`src/rtl/aes_pkg.sv`:
```
// Shared constants and types for the AES round controller family.
package aes_pkg;

  // AES-128 round count and the index width that covers 0..AES128_NR-1.
  localparam int unsigned AES128_NR = 10;
  localparam int unsigned AES128_RW = 4;

  typedef logic [127:0] block_t;

  typedef enum logic [1:0] {
    StIdle,
    StRun,
    StDone
  } ctrl_state_e;

endpackage

```
`src/rtl/round_counter.sv`:
```
// Round index counter: clears on load_zero, advances while enabled and wraps
// to zero after the terminal round so the next block starts from round 0.
module round_counter
  import aes_pkg::*;
#(
  parameter int unsigned NR = AES128_NR,
  parameter int unsigned RW = AES128_RW
) (
  input  logic          clk,
  input  logic          clr,
  input  logic          load_zero,
  input  logic          en,
  output logic [RW-1:0] round,
  output logic          term
);

  localparam logic [RW-1:0] LastRound = RW'(NR - 1);

  logic [RW-1:0] round_q, round_d;

  assign round = round_q;
  assign term  = (round_q == LastRound);

  // Next round index: load beats count; terminal round folds back to zero.
  always_comb begin
    round_d = round_q;
    if (load_zero) begin
      round_d = '0;
    end else if (en) begin
      round_d = term ? '0 : round_q + RW'(1);
    end
  end

  // Round index register with synchronous clear.
  always_ff @(posedge clk) begin
    if (clr) begin
      round_q <= '0;
    end else begin
      round_q <= round_d;
    end
  end

endmodule

```
`src/rtl/aes_round_ctrl.sv`:
```
// Sequencer for an iterative AES-128 round datapath: accepts a plaintext/key
// pair, steps the datapath through NR rounds and holds the ciphertext under
// valid/ready backpressure.
module aes_round_ctrl
  import aes_pkg::*;
#(
  parameter int unsigned NR = AES128_NR,
  parameter int unsigned RW = AES128_RW,
  parameter int unsigned CW = 16
) (
  input  logic          clk,
  input  logic          clr,
  input  logic          in_valid,
  output logic          in_ready,
  input  logic [127:0]  data_in,
  input  logic [127:0]  key_in,
  output logic [127:0]  dp_data,
  output logic [127:0]  dp_key,
  output logic [RW-1:0] dp_round,
  output logic          dp_first,
  output logic          dp_last,
  output logic          dp_en,
  input  logic [127:0]  dp_result,
  output logic          out_valid,
  input  logic          out_ready,
  output logic [127:0]  data_out,
  output logic          busy,
  output logic [CW-1:0] blocks_done
);

  ctrl_state_e   state_q, state_d;
  block_t        dp_data_q, dp_key_q, data_out_q;
  logic          out_valid_q;
  logic [CW-1:0] blocks_done_q;

  logic          accept, handoff, run, round_term;
  logic [RW-1:0] round;

  assign run     = (state_q == StRun);
  assign accept  = in_valid & in_ready;
  assign handoff = (state_q == StDone) & out_ready;

  round_counter #(
    .NR (NR),
    .RW (RW)
  ) u_round_counter (
    .clk       (clk),
    .clr       (clr),
    .load_zero (accept),
    .en        (run),
    .round     (round),
    .term      (round_term)
  );

  // Handshake FSM: next state plus per-state ready and datapath enable.
  always_comb begin
    state_d  = state_q;
    in_ready = 1'b0;
    dp_en    = 1'b0;
    unique case (state_q)
      StIdle: begin
        in_ready = 1'b1;
        if (in_valid) state_d = StRun;
      end
      StRun: begin
        dp_en = 1'b1;
        if (round_term) state_d = StDone;
      end
      StDone: begin
        // A new pair may enter in the same cycle the ciphertext leaves.
        in_ready = out_ready;
        if (out_ready) state_d = in_valid ? StRun : StIdle;
      end
      default: state_d = StIdle;
    endcase
  end

  // State, operand latches, ciphertext register and handoff counter.
  always_ff @(posedge clk) begin
    if (clr) begin
      state_q       <= StIdle;
      dp_data_q     <= '0;
      dp_key_q      <= '0;
      data_out_q    <= '0;
      out_valid_q   <= 1'b0;
      blocks_done_q <= '0;
    end else begin
      state_q <= state_d;
      if (accept) begin
        dp_data_q <= data_in;
        dp_key_q  <= key_in;
      end
      if (run && round_term) begin
        data_out_q  <= dp_result;
        out_valid_q <= 1'b1;
      end else if (handoff) begin
        out_valid_q <= 1'b0;
      end
      if (handoff) blocks_done_q <= blocks_done_q + CW'(1);
    end
  end

  assign dp_data     = dp_data_q;
  assign dp_key      = dp_key_q;
  assign dp_round    = round;
  assign dp_first    = run & (round == '0);
  assign dp_last     = run & round_term;
  assign out_valid   = out_valid_q;
  assign data_out    = data_out_q;
  assign busy        = (state_q != StIdle);
  assign blocks_done = blocks_done_q;

endmodule
```
`config.mk`:
```
export PLATFORM = sky130hd
export DESIGN_NAME = aes_round_ctrl
export DESIGN_NICKNAME = d
export VERILOG_FILES = /design/src/rtl/aes_pkg.sv /design/src/rtl/round_counter.sv /design/src/rtl/aes_round_ctrl.sv
export SDC_FILE = /design/constraint.sdc
export NUM_CORES = 1
export LEC_CHECK = 0
export BUFFER_PORTS_ARGS = -buffer_cell sky130_fd_sc_hd__buf_2
export CORE_AREA = 8 8 304 306
export DETAILED_ROUTE_END_ITERATION = 10
export DIE_AREA = 0 0 312 314
export HOLD_SLACK_MARGIN = 0.12
export PLACE_DENSITY = 0.44
export SETUP_SLACK_MARGIN = 0.2
export SLEW_MARGIN = 10
export SYNTH_ARGS = -nofsm -noshare
export SYNTH_HDL_FRONTEND = slang
export SYNTH_SLANG_ARGS = --single-unit
```
`constraint.sdc`:
```
create_clock -name clk -period 3.2 [get_ports clk]
set_input_delay 0.64 -clock clk [delete_from_list [all_inputs] [get_ports clk]]
set_output_delay 0.64 -clock clk [all_outputs]
set_load 0.03 [all_outputs]
```
Yosys cells after proc, flatten, opt, wreduce, memory -nomap -nowiden. Cells that the tools add are included.

Bitwise operators: 4. Mux-type cells: 10. Reductions and logical operators: 7. Equality and inequality tests: 6. Add/subtract/negate cells: 2.

Operator list (count): 16-bit by 1-bit adder with 16-bit output, second input constant (1); 2-bit two-way mux (3); 2-bit case mux with 3 select lines (1); 4-bit by 1-bit adder with 4-bit output, second input constant (1); 1-bit AND (4); 4-bit == test, second input constant (1); 4-bit zero test (1); 1-bit two-way mux (4); 4-bit two-way mux (1); 2-bit inequality test, second input constant (2); 2-bit nonzero test (2); 3-bit AND reduction (1); 2-bit by 1-bit == test with 1-bit output, second input constant (1); 2-bit == test, second input constant (1); 2-bit zero test (1); 2-bit by 1-bit inequality test with 1-bit output, second input constant (1); 1-bit case mux with 2 select lines (1); 2-bit OR reduction (1); 1-bit logical AND (1).

Bits of input ports: 388. Word-level logic and storage cells: 36. Register bits: 407. Output and inout port bits: 410.

Longest topological paths before layout. Gate-level depths: netlist of the first run.

Depth after elaboration: 4. Depth in mapped cells: 8. Mapped depth without buffers: 5.

Modules after synthesis. Synthesis of the first run repeated with hierarchy kept, for this count alone.

Cells, all modules: 1802. Area, all modules: 14323.7 um^2.

Modules (own cells, without submodules): aes_round_ctrl (area each 14124.8 um^2, sequential area each 8067.7 um^2, instances 1, cells each 1781); round_counter (area each 198.9 um^2, sequential area each 80.1 um^2, instances 1, cells each 21).

Worst setup path before layout of the first run. No wires, ideal clock.

Path kind: reg2out. Start point: reg state_q[0]. End point: out dp_first. Data arrival time: 1.495 ns. Stages on the path, launching flop included: 5. Buffers on the path: 1. Required time: 2.560 ns. Path slack: 1.065 ns. Cell sequence: dfxtp_1 > nor2b_1 > buf_2 > nand2_1 > nor3_1.

Cells in the longest elaborated chain, start to end: 2.

Ends and longest elaborated chain: start: declaration (line aes_round_ctrl.sv:31) `ctrl_state_e state_q, state_d;`; start signal: assignment (line aes_round_ctrl.sv:81) `state_q <= StIdle;`; start signal: assignment (line aes_round_ctrl.sv:88) `state_q <= state_d;`; 2-bit by 1-bit == test with 1-bit output (line aes_round_ctrl.sv:39) `assign run = (state_q == StRun);`; 1-bit AND (line aes_round_ctrl.sv:106) `assign dp_first = run & (round == '0);`; end: declaration (line aes_round_ctrl.sv:20) `output logic dp_first,`.

No other way between the ends.

Final worst setup path of the first run.
Start point: reg state_q[0]. End point: out dp_last.

Cells in the longest elaborated chain, start to end: 2.

Ends and longest elaborated chain: 2-bit by 1-bit == test with 1-bit output (line aes_round_ctrl.sv:39); 1-bit AND (line aes_round_ctrl.sv:107) `assign dp_last = run & round_term;`; end: declaration (line aes_round_ctrl.sv:21) `output logic dp_last,`.

No other way between the ends.

==> impl_metrics.json, run 1 <==
{
  "status": "finished clean",
  "slowest_delay_ps": 500,
  "rows": 109,
  "initial_core_util_pct": 16.2,
  "cp-start-kind": "register",
  "worstPathRequired_ps": 2560,
  "cts_tree": "built",
  "synthTopCellsByArea": "dfxtp_1, nand2_1, a21oi_1, buf_2, clkbuf_1",
  "layout.nets": 2921,
  "min_period_over_period_pct": 86.8,
  "place_ws_ps": 876,
  "grt_max_degree": 130,
  "fin_setup_tns_ps": 0,
  "viasPerCell": 3.86,
  "rsz0062_at_grt": "false",
  "gp_congestion": 0.827,
  "grt_pass1_vias": 14200,
  "fin_worst_skew_ps": 19.7,
  "route.detailed.drc": 0,
  "critPathSlowestCell": "nor2b_1",
  "cts_buffers": 49,
  "crit_type": "reg -> out",
  "ctsHoldBuffers": 0,
  "ys_seq_area_share_pct": 57.5,
  "worstHoldPathType": "in -> reg",
  "clock_power_share_pct": 43.6,
  "sw_frac_of_total_pct": 27.7,
  "p_sw_uw": 3400,
  "post-cts-setup-buffers": 0,
  "tightest_slew_ps": 741,
  "clkTransAtPathRegs_ps": 60,
  "port_buffers": 797,
  "seqPwrFrac_pct": 43.8,
  "syn2layout_area_growth_pct": 47.7,
  "syn_area_sq_um": 14200,
  "grt_pass1_wl_um": 93600,
  "h-tree-depth": 2,
  "drive_gt1_share_pct": 35.2,
  "antenna_found_initial": 13,
  "fin_area_sq_um": 20900,
  "clockBufferDepth": 3,
  "endpoint_kind": "primary output",
  "ys_warn_count": 0,
  "power_leakage_uw": 0.00941,
  "arrival_ps": 2140,
  "cp_cell_sequence": "nor2b_1, nand2_4, inv_4, buf_2",
  "multi_input_area_sq_um": 5420,
  "dieHeight_um": 314,
  "vias": 14500,
  "yosysUniqueCellTypes": 38,
  "finalWorstSetupSlack_ps": 424,
  "final_max_slew_viol_count": 0,
  "grtUsageTotal_pct": 12.2,
  "layout_common_cells": "buf_2, nand2_1, dfxtp_1",
  "cellPowerDensity_nw_per_um2": 586,
  "dieArea_sq_um": 98000,
  "core-area_sq_um": 87600,
  "overflow": 0,
  "ff_latch_area_sq_um": 8150,
  "synth_top_area_share_pct": 57.5,
  "cap_violations": 0,
  "drtIter0Drc": 982,
  "placed_cell_area_sq_um": 19400,
  "first_pass_iters": 5,
  "wl_per_cell_um": 17.3,
  "fmax_mhz": 360,
  "cts.sinks": 407,
  "worst_skew_pair.late_latency_ps": 580,
  "finalHoldViolations": 0,
  "intPower_uw": 8880,
  "vdd_drop_max_mv": 0.327,
  "utilization_pct": 23.9,
  "relSlewSlack_pct": 50.6,
  "dpl.hpwl_um": 48900,
  "yosys.area.top_type": "dfxtp_1",
  "fin_crit_ps": 2780,
  "drt_wl_total_um": 64700,
  "syn_inst": 1793,
  "root_buffer": "clkbuf_16",
  "mostFrequentLayoutCell": "buf_2",
  "ys_seq_elements": 407,
  "final_antenna_net_count": 0,
  "syn-num-nets": 2182,
  "fill_cells": 9910,
  "crit_fanout": 9,
  "setup_viol": 0,
  "die_w_um": 312,
  "ios": 798,
  "cts.repair.resized": 0,
  "synth_area_per_cell_sq_um": 7.91,
  "power_frac_comb_pct": 12.5
}
-- state kept, by name, indices dropped and copies added (netlist names) --
signal,cells
dp_data,128
state_q,2
data_out,128
out_valid,1
u_round_counter.round,4
blocks_done,16
dp_key,128
-- logic make-up after synthesis --
logic type,share of synthesized area [%]
adders and majority gates,0.0882
and+or+nand+nor,22.8
AOI/OAI and AO/OA,14.5
xor gates and xnor gates,0.679
buffers and inverters,4.49
DFF,57.5
muxes,0.0706
-- metrics by stage --
stage | total power, uW | instances | hold WS, ps
finish | 12300 | 3741 | 296
global route | 12900 | 3739 | 245
CTS | 12500 | 3733 | 231
detailed placement | 7060 | 3646 | 443
global placement | 7060 | 3646 | 439
floorplan | 6350 | 1793 | 561
-- per-layer routing --
metal | global-route usage [%] | up-vias | wire, um
met4 | 3.88 | 10 | 1660
met3 | 4.58 | 93 | 5490
met5 | 0 | - | 66
met1 | 13.8 | 6588 | 25300
met2 | 21.1 | 488 | 32200
li1 | - | 7279 | -
-- area by class of cell --
type	instances	share of cell area, %
Antenna cell	8	0.0956
Clock buffer	73	6.92
Clock inverter	14	0.394
Inverter	3	0.0657
Multi-Input combinational cell	1249	25.9
Sequential cell	407	38.9
Tap cell	1165	6.96
Timing Repair Buffer	822	20.8
-- critical path, delay by kind of cell (launching register included) --
kind | cells | cell delay, ps
AND/OR/NAND/NOR | 2 | 660
buffers and inverters | 2 | 400
flip-flops | 1 | 490
-- power groups by stage --
stage                     clock (uW)  combinational, uW  sequential (uW)
after floorplan                    0                465             5890
after global placement             0               1570             5490
after detailed placement           0               1570             5490
after CTS                       5590               1570             5380
after global routing            5790               1670             5400
final                           5360               1540             5380
-- final timing paths --
kind / from / end / slack [ps] / cells after the start
setup / recovery: state_q[0] / dp_last / 420 / 4
hold / removal: key_in[8] / dp_key[8] / 300 / 3
setup reg to reg: state_q[0] / data_out[98] / 1110 / 6
hold reg to reg: data_out[29] / data_out[29] / 450 / 2
-- Yosys cell counts --
library cell and number:
nand2_1 777, dfxtp_1 407, a21oi_1 393, clkbuf_1 56, buf_2 53, buf_4 15
nor2_1 14, buf_1 10, xor2_1 8, o21ai_0 7, nand3_1 6, nor2b_1 6
nor3_1 5, or3_1 5, nand4_1 3, xnor2_1 3, and3_1 2, and4_1 2
inv_1 2, a211oi_1 1, a22oi_1 1, a2bb2oi_1 1, and2_1 1, and3b_1 1
and4b_1 1, and4bb_2 1, ha_1 1, inv_2 1, mux2i_1 1, nand2_2 1
nand3_2 1, nand3b_1 1, nor3b_1 1, o21ai_2 1, o21bai_1 1, o31ai_1 1
or4_1 1, or4b_1 1
No activity file was read; power rests on OpenSTA's default activity.
==> inputs of run 2 (changes only) <==
Settings changed: CORE_AREA 8 8 304 306 to 8 8 302 304, DIE_AREA 0 0 312 314 to 0 0 310 312, SKIP_CTS_REPAIR_TIMING from default to 1.
==> run 2 against run 1 <==
  * Non-clock buffer count rose by 11
  * Critical path depth did not move
  * Flip-flop and latch count did not move
  * Register-to-register slack improved by 110 ps
  * Global-route usage barely moved
  * Worst setup slack improved by 120 ps
  * Clock skew rose by 1.5 ps
  * Critical path type unchanged
==> impl_metrics.json, run 2 (synthesis results as in run 1) <==
{
  "dp.cells": 3647,
  "tightest_slew_ps": 692,
  "cp_cell_sequence": "nor2b_1, nand2_4, inv_4, buf_2",
  "layout_common_cells": "buf_2, nand2_1, dfxtp_1",
  "dieHeight_um": 312,
  "viasPerCell": 3.87,
  "clockBufferDepth": 3,
  "setup_viol": 0,
  "reg2regPathDepth": 6,
  "worstPathRequired_ps": 2560,
  "min_period_over_period_pct": 82.9,
  "placed_cell_area_sq_um": 19400,
  "first_pass_iters": 6,
  "ios": 798,
  "power_leakage_uw": 0.00950,
  "drive_gt1_share_pct": 35.4,
  "h-tree-depth": 2,
  "hold_depth": 3,
  "slowest_delay_ps": 480,
  "final_antenna_net_count": 0,
  "fill_cells": 9829,
  "fin_worst_skew_ps": 21.2,
  "cts_buffers": 49,
  "drt_wl_total_um": 63600,
  "wl_per_cell_um": 17.0,
  "fin_setup_tns_ps": 0,
  "worstHoldPathType": "in -> reg",
  "root_buffer": "clkbuf_16",
  "rows": 108,
  "clkTransAtPathRegs_ps": 60,
  "die_w_um": 310,
  "grt-busiest-layer": "met2",
  "drtIter0Drc": 839,
  "finalNonFillerCells": 3738,
  "cap_violations": 0,
  "fmax_mhz": 377,
  "grt_max_degree": 130,
  "cts.sinks": 407,
  "grt_pass1_vias": 14200,
  "dieArea_sq_um": 96700,
  "rsz0062_at_grt": "false",
  "antenna_found_initial": 17,
  "gp_congestion": 0.793,
  "arrival_ps": 2010,
  "crit_type": "reg -> out",
  "fin_crit_ps": 2650,
  "relSlewSlack_pct": 53.9,
  "port_buffers": 797,
  "route.detailed.drc": 0,
  "finalHoldViolations": 0,
  "overflow": 0,
  "vdd_drop_max_mv": 0.397,
  "crit_fanout": 9,
  "layout.nets": 2932,
  "final_max_slew_viol_count": 0,
  "grt_use_met1_pct": 13.2,
  "fin_area_sq_um": 21100,
  "use_met3_pct": 4.96,
  "use_met2_pct": 21.5,
  "dpl.hpwl_um": 48400,
  "worst_skew_pair.late_latency_ps": 580,
  "syn2layout_area_growth_pct": 48.6,
  "endpoint_kind": "primary output",
  "cellPowerDensity_nw_per_um2": 604,
  "critPathSlowestCell": "dfxtp_1",
  "grtUsageTotal_pct": 12.2,
  "path_depth": 4,
  "cp-start-kind": "register",
  "grt_pass1_wl_um": 92300,
  "vias": 14500,
  "cp_top_family": "simple AND/OR/NAND/NOR gates",
  "mostFrequentLayoutCell": "buf_2",
  "core-area_sq_um": 86200,
  "crit_buf_inv": 2,
  "cts_tree": "built",
  "initial_core_util_pct": 16.4,
  "status": "finished clean"
}
[run 2: per-layer routing]
| layer | share of wire (%) | routed length (um) | vias up |
|---|---|---|---|
| met5 | 0.12 | 74 | - |
| met4 | 2.2 | 1430 | 12 |
| met3 | 10 | 6390 | 93 |
| met2 | 50 | 31900 | 483 |
| met1 | 37 | 23800 | 6607 |
| li1 | - | - | 7275 |
[run 2: worst reg2reg max path, delay by kind of cell (launching register included)]
kind	cells	cell delay, ps
and+or+nand+nor	3	790
buffers and inverters	2	520
DFF	1	480
AOI/OAI and AO/OA	1	130
[run 2: area by class of cell]
cell class / instances / area (sq um) / area share (%)
diodes: 8 / 20.0 / 0.0950
clock buffers: 70 / 1420 / 6.72
clock inverters: 13 / 244 / 1.16
inverters: 3 / 13.8 / 0.0653
multi-input cells: 1249 / 5420 / 25.7
flip-flops and latches: 407 / 8150 / 38.7
well taps: 1155 / 1450 / 6.86
repair buffers: 833 / 4370 / 20.7
[run 2: per-stage QoR]
step	utilization, %	total power [uW]	setup WS [ps]	hold slack (ps)
3_5_place_dp	22.5	7060	869	443
4_1_cts	24.4	13000	453	229
6_report	24.4	12700	546	288
2_1_floorplan	-	6350	1060	561
5_1_grt	24.4	13300	358	254
3_3_place_gp	22.5	7050	912	439
[run 2: report_power, final]
part	total [uW]	switching, uW	internal, uW
sequential	5380	107	5280
clock	5800	2260	3550
combinational	1530	1040	493
[run 2: path summary, 6_finish.rpt]
check	endpoint	startpoint	slack, ps
worst min-delay path	dp_data[57]	data_in[57]	290
worst max register to register	data_out[17]	state_q[0]	1220
worst max-delay path	dp_last	state_q[0]	550
worst min register to register	dp_data[82]	dp_data[82]	450
